## config.mk

```make
export PLATFORM = sky130hd
export DESIGN_NAME = mac_stream_driver
export DESIGN_NICKNAME = d
export VERILOG_FILES = /design/src/rtl/mac_stream_driver.sv
export SDC_FILE = /design/constraint.sdc
export NUM_CORES = 1
export LEC_CHECK = 0
export CAP_MARGIN = 20
export CORE_UTILIZATION = 50
export DETAILED_ROUTE_END_ITERATION = 8
export PLACE_DENSITY = 0.8
export REMOVE_ABC_BUFFERS = 1
export SYNTH_ARGS = -nofsm -noshare
export SYNTH_HDL_FRONTEND = slang
export SYNTH_SLANG_ARGS = --single-unit
export TNS_END_PERCENT = 10
```

## constraint.sdc

```tcl
create_clock -name i_clk -period 6.6 [get_ports i_clk]
set_clock_uncertainty 0.2 [all_clocks]
set_input_delay 0.66 -clock i_clk [delete_from_list [all_inputs] [get_ports i_clk]]
set_output_delay 0.66 -clock i_clk [all_outputs]
set_load 0.01 [all_outputs]
```

## src/rtl/mac_stream_driver.sv

```systemverilog
// Flow-controlled front end for a single-cycle systolic MAC element: operand FIFO,
// credit-gated issue, latency-matched tag pipeline and a result FIFO.
module mac_stream_driver #(
  parameter int DEPTH       = 4,
  parameter int MAC_LATENCY = 1
) (
  input  logic        i_clk,
  input  logic        i_rstn,
  input  logic        i_valid,
  output logic        o_ready,
  input  logic [15:0] i_data,
  input  logic [15:0] i_weight,
  input  logic [31:0] i_pre_result,
  output logic [15:0] o_mac_data,
  output logic [15:0] o_mac_weight,
  output logic [31:0] o_mac_pre_result,
  input  logic [15:0] i_mac_data_next,
  input  logic [15:0] i_mac_result,
  output logic        o_res_valid,
  input  logic        i_res_ready,
  output logic [15:0] o_res,
  output logic [15:0] o_res_data_next,
  output logic        o_busy
);

  localparam int AW = $clog2(DEPTH);
  localparam int CW = $clog2(DEPTH + MAC_LATENCY + 2) + 1;
  localparam logic [CW-1:0] DEPTH_C = CW'(DEPTH);

  logic [15:0]      r_op_data   [DEPTH];
  logic [15:0]      r_op_weight [DEPTH];
  logic [31:0]      r_op_pre    [DEPTH];
  logic [AW-1:0]    r_op_wr, r_op_rd;
  logic [CW-1:0]    r_op_cnt;
  logic             r_op_full;

  logic [31:0]      r_res_mem [DEPTH];
  logic [AW-1:0]    r_res_wr, r_res_rd;
  logic [CW-1:0]    r_res_cnt;

  logic [MAC_LATENCY:0] r_tag;
  logic [15:0]      r_mac_data_p0;
  logic [15:0]      r_mac_weight_p0;
  logic [31:0]      r_mac_pre_p0;

  logic             w_op_push, w_issue, w_res_push, w_res_pop, w_res_valid;
  logic [CW-1:0]    w_op_cnt_nxt, w_inflight, w_used;
  logic [31:0]      w_res_head;

  // Credits: a result slot is reserved for every op from issue until it is read out.
  always_comb begin
    w_inflight = '0;
    for (int k = 0; k <= MAC_LATENCY; k++) begin
      w_inflight = w_inflight + CW'(r_tag[k]);
    end
    w_used = w_inflight + r_res_cnt;
  end

  assign w_op_push    = i_valid && !r_op_full;
  assign w_issue      = (r_op_cnt != '0) && (w_used < DEPTH_C);
  assign w_op_cnt_nxt = r_op_cnt + CW'(w_op_push) - CW'(w_issue);
  assign w_res_valid  = (r_res_cnt != '0);
  assign w_res_push   = r_tag[MAC_LATENCY];
  assign w_res_pop    = w_res_valid && i_res_ready;
  assign w_res_head   = r_res_mem[r_res_rd];

  // Operand FIFO
  always_ff @(posedge i_clk or negedge i_rstn) begin
    if (!i_rstn) begin
      r_op_wr   <= '0;
      r_op_rd   <= '0;
      r_op_cnt  <= '0;
      r_op_full <= 1'b0;
    end else begin
      if (w_op_push) r_op_wr <= r_op_wr + AW'(1);
      if (w_issue)   r_op_rd <= r_op_rd + AW'(1);
      r_op_cnt  <= w_op_cnt_nxt;
      r_op_full <= (w_op_cnt_nxt == DEPTH_C);
    end
  end

  always_ff @(posedge i_clk) begin
    if (w_op_push) begin
      r_op_data[r_op_wr]   <= i_data;
      r_op_weight[r_op_wr] <= i_weight;
      r_op_pre[r_op_wr]    <= i_pre_result;
    end
  end

  // Issue stage (p0): drive the MAC, zero on idle cycles
  always_ff @(posedge i_clk or negedge i_rstn) begin
    if (!i_rstn) begin
      r_mac_data_p0   <= '0;
      r_mac_weight_p0 <= '0;
      r_mac_pre_p0    <= '0;
      r_tag           <= '0;
    end else begin
      if (w_issue) begin
        r_mac_data_p0   <= r_op_data[r_op_rd];
        r_mac_weight_p0 <= r_op_weight[r_op_rd];
        r_mac_pre_p0    <= r_op_pre[r_op_rd];
      end else begin
        r_mac_data_p0   <= '0;
        r_mac_weight_p0 <= '0;
        r_mac_pre_p0    <= '0;
      end
      r_tag <= {r_tag[MAC_LATENCY-1:0], w_issue};
    end
  end

  // Capture stage: result FIFO
  always_ff @(posedge i_clk or negedge i_rstn) begin
    if (!i_rstn) begin
      r_res_wr  <= '0;
      r_res_rd  <= '0;
      r_res_cnt <= '0;
    end else begin
      if (w_res_push) r_res_wr <= r_res_wr + AW'(1);
      if (w_res_pop)  r_res_rd <= r_res_rd + AW'(1);
      r_res_cnt <= r_res_cnt + CW'(w_res_push) - CW'(w_res_pop);
    end
  end

  always_ff @(posedge i_clk) begin
    if (w_res_push) r_res_mem[r_res_wr] <= {i_mac_result, i_mac_data_next};
  end

  assign o_ready          = !r_op_full;
  assign o_mac_data       = r_mac_data_p0;
  assign o_mac_weight     = r_mac_weight_p0;
  assign o_mac_pre_result = r_mac_pre_p0;
  assign o_res_valid      = w_res_valid;
  // Head is masked while empty so the stream reads zero after reset.
  assign o_res            = w_res_valid ? w_res_head[31:16] : 16'h0000;
  assign o_res_data_next  = w_res_valid ? w_res_head[15:0]  : 16'h0000;
  assign o_busy           = (r_op_cnt != '0) || (|r_tag) || w_res_valid;

endmodule
```

==> results of run 1 <==
==> power breakdown <==
group          total, mW  switching (mW)  internal, mW
registers           4.19           0.367          3.82
clock network       2.61            1.06          1.55
logic               2.50            1.12          1.38
==> area by class of cell <==
type                       instances  area, um^2  share of cell area, %
clock buffer                      66        1320                   6.20
inverter                          22        82.6                  0.389
antenna                            2        5.00                 0.0236
timing repair buffer             209        2060                   9.72
tap                              448         561                   2.64
multi-input combinational        258        3380                   15.9
sequential                       467       13600                   64.1
clock inverter                    19         219                   1.03
==> logic make-up (layout without fill, tap and decap cells) <==
group | after synthesis | in the layout | share of synthesized area [%]
flip-flops | 467 | 467 | 79.0
AND/OR/NAND/NOR | 117 | 117 | 4.24
multiplexers | 96 | 96 | 12.6
buffers and inverters | 56 | 316 | 1.48
adder cells (fa/ha/maj) | 22 | 22 | 1.69
AO/OA/AOI/OAI | 13 | 13 | 0.516
XOR/XNOR | 10 | 10 | 0.509
other | 0 | 2 | 0
==> state kept, by name, indices dropped and copies added (netlist names), 16 cells and up <==
register,cells
o_mac_pre_result,32
r_res_mem,128
r_op_pre,128
r_op_data,64
o_mac_data,16
o_mac_weight,16
r_op_weight,64
==> Yosys cell counts (2+ instances only) <==
library cell / count
xnor2_1: 5
o21ai_0: 3
a21oi_1: 2
xor2_1: 5
nor2b_1: 99
dfrtp_1: 83
buf_4: 5
ha_1: 20
mux4_2: 96
clkbuf_1: 10
nand2_1: 3
buf_1: 3
edfxtp_1: 384
a21o_1: 3
buf_2: 15
inv_1: 22
a221oi_1: 2
and2_1: 8
fa_1: 2
==> metal layers <==
metal  GRT usage, %  routed length (um)
met2           31.0               15900
met4           4.78                 673
met3           4.94                2390
met5              0                   0
met1           24.9               13300
==> worst register-to-register path, cell delays in order, from the launching register on <==
cell and delay, ns:
dfrtp_1 0.41, ha_1 0.31, a21o_1 0.19, a221oi_1 0.45, o21ai_4 0.11, inv_1 0.09, ha_1 0.12, inv_1 0.04
ha_1 0.20, fa_1 0.42, xor2_1 0.20, nor4b_1 0.29
==> per-stage QoR <==
| step | instance area (um^2) | hold WS (ns) | util, % | std cells | worst slack, ns |
|---|---|---|---|---|---|
| 2_1_floorplan | 17100 | 0.164 | - | 747 | 2.41 |
| 3_3_place_gp | 19700 | 0.201 | 58.5 | 1403 | 3.33 |
| 3_5_place_dp | 19700 | 0.207 | 58.5 | 1403 | 3.21 |
| 4_1_cts | 21200 | 0.220 | 63.0 | 1489 | 2.78 |
| 5_1_grt | 21200 | 0.231 | 63.0 | 1489 | 2.68 |
| 6_report | 21200 | 0.220 | 63.1 | 1491 | 2.86 |
==> placed cells by master, fill, tap and decap left out, drive strengths merged <==
| cell | Yosys | routed |
|---|---|---|
| or4 | 1 | 1 |
| clkdlybuf4s50 | 0 | 197 |
| nor4b | 1 | 1 |
| inv | 22 | 25 |
| o21ai | 4 | 4 |
| nand2 | 3 | 3 |
| edfxtp | 384 | 384 |
| clkinvlp | 0 | 1 |
| dlygate4sd3 | 0 | 1 |
| nor2b | 99 | 99 |
| a21boi | 1 | 1 |
| dfrtp | 83 | 83 |
| a21oi | 2 | 2 |
| xor2 | 5 | 5 |
| a221oi | 2 | 2 |
| and2 | 8 | 8 |
| and4 | 1 | 1 |
| bufinv | 0 | 4 |
| mux4 | 96 | 96 |
| diode | 0 | 2 |
| a21o | 3 | 3 |
| buf | 24 | 11 |
| nor3b | 1 | 1 |
| clkbuf | 10 | 66 |
| nand3 | 1 | 1 |
| a22oi | 1 | 1 |
| ha | 20 | 20 |
| nor2 | 1 | 1 |
| or3b | 1 | 1 |
| fa | 2 | 2 |
| clkinv | 0 | 11 |
| xnor2 | 5 | 5 |
==> timing repair <==
| action | CTS | global route |
|---|---|---|
| hold buffers | 1 | 0 |
| buffers inserted | 0 | 0 |
| endpoints found under the hold margin | 17 | 0 |
| setup endpoints to repair | 0 | 0 |
==> final timing paths <==
| kind | from | to | cells past startpoint | slack (ns) |
|---|---|---|---|---|
| max | r_res_rd[0] | o_res[3] | 4 | 2.86 |
| min | r_tag[0] | r_tag[1] | 0 | 0.22 |
| max reg2reg | r_res_cnt[0] | r_op_full | 11 | 3.45 |
| min reg2reg | r_tag[0] | r_tag[1] | 0 | 0.22 |
| max in group asynchronous | i_rstn | r_op_rd[1] | 3 | 4.51 |
| min in group asynchronous | i_rstn | o_mac_weight[3] | 2 | 0.33 |
==> summary.md, run 1 <==
| Metric | Value |
|---|---|
| Num CTS Buffers | `47` |
| Die height | `188 um` |
| Synth async-reset ratio | `between 10% and 20%` |
| Crit Path Max Fanout | `23` |
| Via density | `5.40` |
| DRC Markers | `0` |
| Total power | `between 9 and 10 mW` |
| Largest net degree at the start of global routing | `67` |
| Final Hold Viols | `0` |
| Share of cells above drive strength 1 | `approximately 17%` |
| Leakage | `7.36 nW` |
| Via count | `between 8000 and 9000` |
| Startpoint types | `register` |
| CP peak stage delay | `0.61 ns` |
| Seq/Total Area, Yosys | `79.0%` |
| Htree depth | `2` |
| Syn Inst Count | `approximately 800` |
| Width of the die | `around 190 um` |
| Worst path bufs/invs | `2` |
| IO Port Bufs | `a little under 200` |
| GR Overflow Total | `0` |
| Max Root-Sink Buffers | `3` |
| Synth-to-layout area growth | `23.4%` |
| Crit. End Element | `primary output` |
| First-pass DRT Iterations | `4` |
| YS warnings | `0` |
| Clk_lat worst skew | `approximately 0.55 ns` |
| Cell family with most CP delay | `buffers and inverters` |
| Total Die Area | `between 30000 and 40000 um^2` |
| Max-Cap Viols | `0` |
| Drt total wl | `around 32 mm` |
| Main synth FF type | `edfxtp_1` |
| Placer Congestion | `approximately 0.7` |
| Synth top area share | `about two thirds` |
| Fmax | `267 MHz` |
| Seq cells post-synth | `between 400 and 500` |
| First-pass GRT wire length | `50.0 mm` |
| Worst endpoint required time | `5.74 ns` |
| Cell Area, Synth | `between 15000 and 20000 um^2` |
| Relative slew slack | `between 30% and 40%` |
| Critical path cell sequence | `buf_4 > mux4_2 > nor2b_1 > clkdlybuf4s50_1` |
| Data arrival, critical path | `around 2.9 ns` |
| Pins Over Slew Limit | `0` |
| Outcome | `finished, final reports clean` |
| Post-layout minimum cycle time | `between 3 and 4 ns` |
| Avg Inst Size Synth | `~22 um^2` |
| DR WL/cell | `~22 um` |
| RSZ-0062 raised after global routing | `false` |
| Row cnt | `between 60 and 70` |
| Initial Util | `approximately half` |
| Num ports | `approximately 200` |
| Post-synth EDFFs | `384` |
| Yosys top cell by area | `edfxtp_1` |
| Post-DP HPWL | `17.8 mm` |
| Netlist cell types | `30` |
| Filler cells | `between 2000 and 2500` |
| Post-CTS Resized | `0` |
| CTS tree | `built` |
| Initial antenna violation count | `2` |
| Worst Tran Pin Value | `1.05 ns` |
| Finish-stage setup viols | `0` |
| Iter 0 DRT Violations | `~470` |
| P per Cell Area | `around 440 nW/um^2` |
| GRT Total Usage | `between 10% and 20%` |
| ANT nets after route | `0` |
| CP Class | `register to primary output` |
| Clk slew on worst S/H paths | `approximately 0.06 ns` |
| Root Driver | `clkbuf_16` |
| Layout net count | `roughly 1100` |
| Worst hold path type | `register to register` |
| Cells taking the most area after synthesis | `edfxtp_1 (67%), mux4_2 (13%), dfrtp_1 (12%)` |
| TNS Setup | `0 ns` |
| Vias in the first global route | `between 8000 and 9000` |
| Final period util | `between 50% and 60%` |
| Peak VDD IR | `about 270 uV` |
| CP max stage cell | `dfrtp_2` |
| Area of the core | `between 30000 and 40000 um^2` |
| Clk sinks | `467` |
Note: power is estimated with default switching activity, not from simulation.
==> run 2, diff against run 1 <==
PLACE_DENSITY = 0.83   (was 0.8)
clock period = 3.1 ns   (was 6.6 ns; I/O delays follow)
==> summary.md, run 2 (synthesized netlist as in run 1, its figures left out) <==
| Metric | Value |
|---|---|
| Final Hold Viols | `0` |
| Clk sinks | `between 400 and 500` |
| CTS tree | `built` |
| Initial antenna violation count | `4` |
| Num CTS Buffers | `47` |
| Crit Path Max Fanout | `2` |
| Iter 0 DRT Violations | `around 520` |
| Drt total wl | `roughly 33 mm` |
| Post-DP HPWL | `roughly 20 mm` |
| Post-layout minimum cycle time | `a little over 3 ns` |
| Worst Tran Pin Value | `0.894 ns` |
| Storage cell area | `about 14000 um^2` |
| Filler cells | `2244` |
| Row cnt | `67` |
| Pins Over Slew Limit | `0` |
| First-pass GRT wire length | `50.7 mm` |
| DRC Markers | `0` |
| Relative slew slack | `40.4%` |
| Via density | `5.34` |
| WHS | `0.180 ns` |
| Htree depth | `2` |
| Data arrival, critical path | `between 2 and 3 ns` |
| Max-Cap Viols | `0` |
| Root Driver | `clkbuf_16` |
| Worst endpoint required time | `approximately 2.6 ns` |
| Outcome | `finished, final reports clean` |
| Vias in the first global route | `a little under 9000` |
| Max Root-Sink Buffers | `3` |
| Via count | `8073` |
| Crit. End Element | `primary output` |
| Cell family with most CP delay | `simple AND/OR/NAND/NOR gates` |
| Leakage | `between 7 and 8 nW` |
| P per Cell Area | `938 nW/um^2` |
| Placed instance area | `between 15000 and 20000 um^2` |
| DR WL/cell | `22.0 um` |
| Total Die Area | `between 30000 and 40000 um^2` |
| CP peak stage delay | `approximately 0.50 ns` |
| Design area | `~22000 um^2` |
| Critical path cell sequence | `inv_1 > ha_2 > or3b_1 > or4_1 > clkdlybuf4s50_1` |
| First-pass DRT Iterations | `4` |
| Registers with the most flip-flops | `r_op_pre x128, r_res_mem x128` |
| Largest net degree at the start of global routing | `66` |
| Area of the core | `approximately 34000 um^2` |
| IO Port Bufs | `~200` |
| Startpoint types | `register` |
| Finish-stage setup viols | `0` |
| Width of the die | `188 um` |
| RSZ-0062 raised after global routing | `true` |
| Worst path bufs/invs | `2` |
| CP max stage cell | `or4_1` |
| Peak VDD IR | `about 570 uV` |
| Most frequent cells in the layout | `edfxtp_1 (384), clkdlybuf4s50_1 (197), nor2b_1 (99)` |
| Die height | `around 190 um` |
| Worst hold path type | `input pin to asynchronous set/reset pin` |
| ANT nets after route | `0` |
| Multi-input gate area in the final layout | `3420 um^2` |
| Final period util | `~99%` |
| Num ports | `between 150 and 200` |
| Placer Congestion | `0.745` |
| GRT Total Usage | `19.1%` |
| Initial Util | `around 50%` |
| Clk_lat worst skew | `0.54 ns` |
| Clk slew on worst S/H paths | `about 0.060 ns` |
| GR Overflow Total | `0` |
| Share of cells above drive strength 1 | `around 20%` |
| Fmax | `~330 MHz` |
| Synth-to-layout area growth | `25.1%` |
| Most common cell after layout, fill and taps aside | `edfxtp_1` |
| Layout net count | `1143` |
| CP Class | `register to primary output` |
run 2: repair_timing:
action                                  in CTS  in global routing
resized for setup                            1                 10
hold endpoints to repair                    51                  0
endpoints found under the setup margin       1                 34
hold buffers                                 1                  0
buffers inserted                             0                  1
pin swaps                                    0                  2
run 2: cell type report:
| class | instances | area share (%) |
|---|---|---|
| flip-flops and latches | 467 | 63.2 |
| clock inverters | 22 | 0.900 |
| multi-input cells | 258 | 15.9 |
| repair buffers | 225 | 10.7 |
| diodes | 3 | 0.0348 |
| inverters | 22 | 0.383 |
| well taps | 448 | 2.60 |
| clock buffers | 66 | 6.31 |
run 2: metal layers:
| layer | up-vias | part of all wire (%) | global-route usage, % | wire length [um] |
|---|---|---|---|---|
| met3 | 60 | 8.7 | 6.03 | 2900 |
| li1 | 3559 | - | - | - |
| met4 | 2 | 2.1 | 5.16 | 702 |
| met2 | 309 | 49 | 31.4 | 16400 |
| met5 | - | 0.036 | 0 | 12 |
| met1 | 4143 | 40 | 24.7 | 13300 |
run 2: power by group:
group          switching (mW)  total [mW]  internal, mW
clock                    2.28        5.52          3.24
combinational            2.85        6.06          3.22
sequential              0.504        8.63          8.13
run 2: through the flow:
step           TNS, ns  setup WS [ns]  std cells  util (%)  total power, mW
6_report             0         0.0274       1511      63.9             20.2
5_1_grt         -0.116        -0.0670       1508      63.9             21.2
4_1_cts              0         0.0113       1507      63.8             20.3
3_5_place_dp         0         0.0144       1418      59.1             14.7
3_3_place_gp         0          0.130       1418      59.1             14.5
2_1_floorplan   -55.53          -1.09        747         -             12.2
run 2: worst register-to-register path, cell delays in order (launching register included):
cell and delay, ns:
dfrtp_1 0.36, inv_1 0.09, ha_2 0.20, or3b_1 0.38
and4_4 0.21, o21ai_4 0.13, inv_1 0.07, ha_1 0.28
inv_1 0.08, ha_2 0.20, fa_2 0.47, nor4b_4 0.26
run 2: worst paths after layout:
check                                 start                  end  slack, ns  depth (start not counted)
max reg2reg                     r_op_cnt[2]            r_op_full       0.08                         11
min reg2reg                        r_tag[0]             r_tag[1]       0.21                          0
min                                  i_rstn  o_mac_pre_result[6]       0.18                          2
max in group asynchronous            i_rstn  o_mac_pre_result[7]       1.81                          3
min in group i_clk         i_pre_result[12]      r_op_pre[2][12]       0.20                          1
max                             r_op_cnt[2]               o_busy       0.03                          5
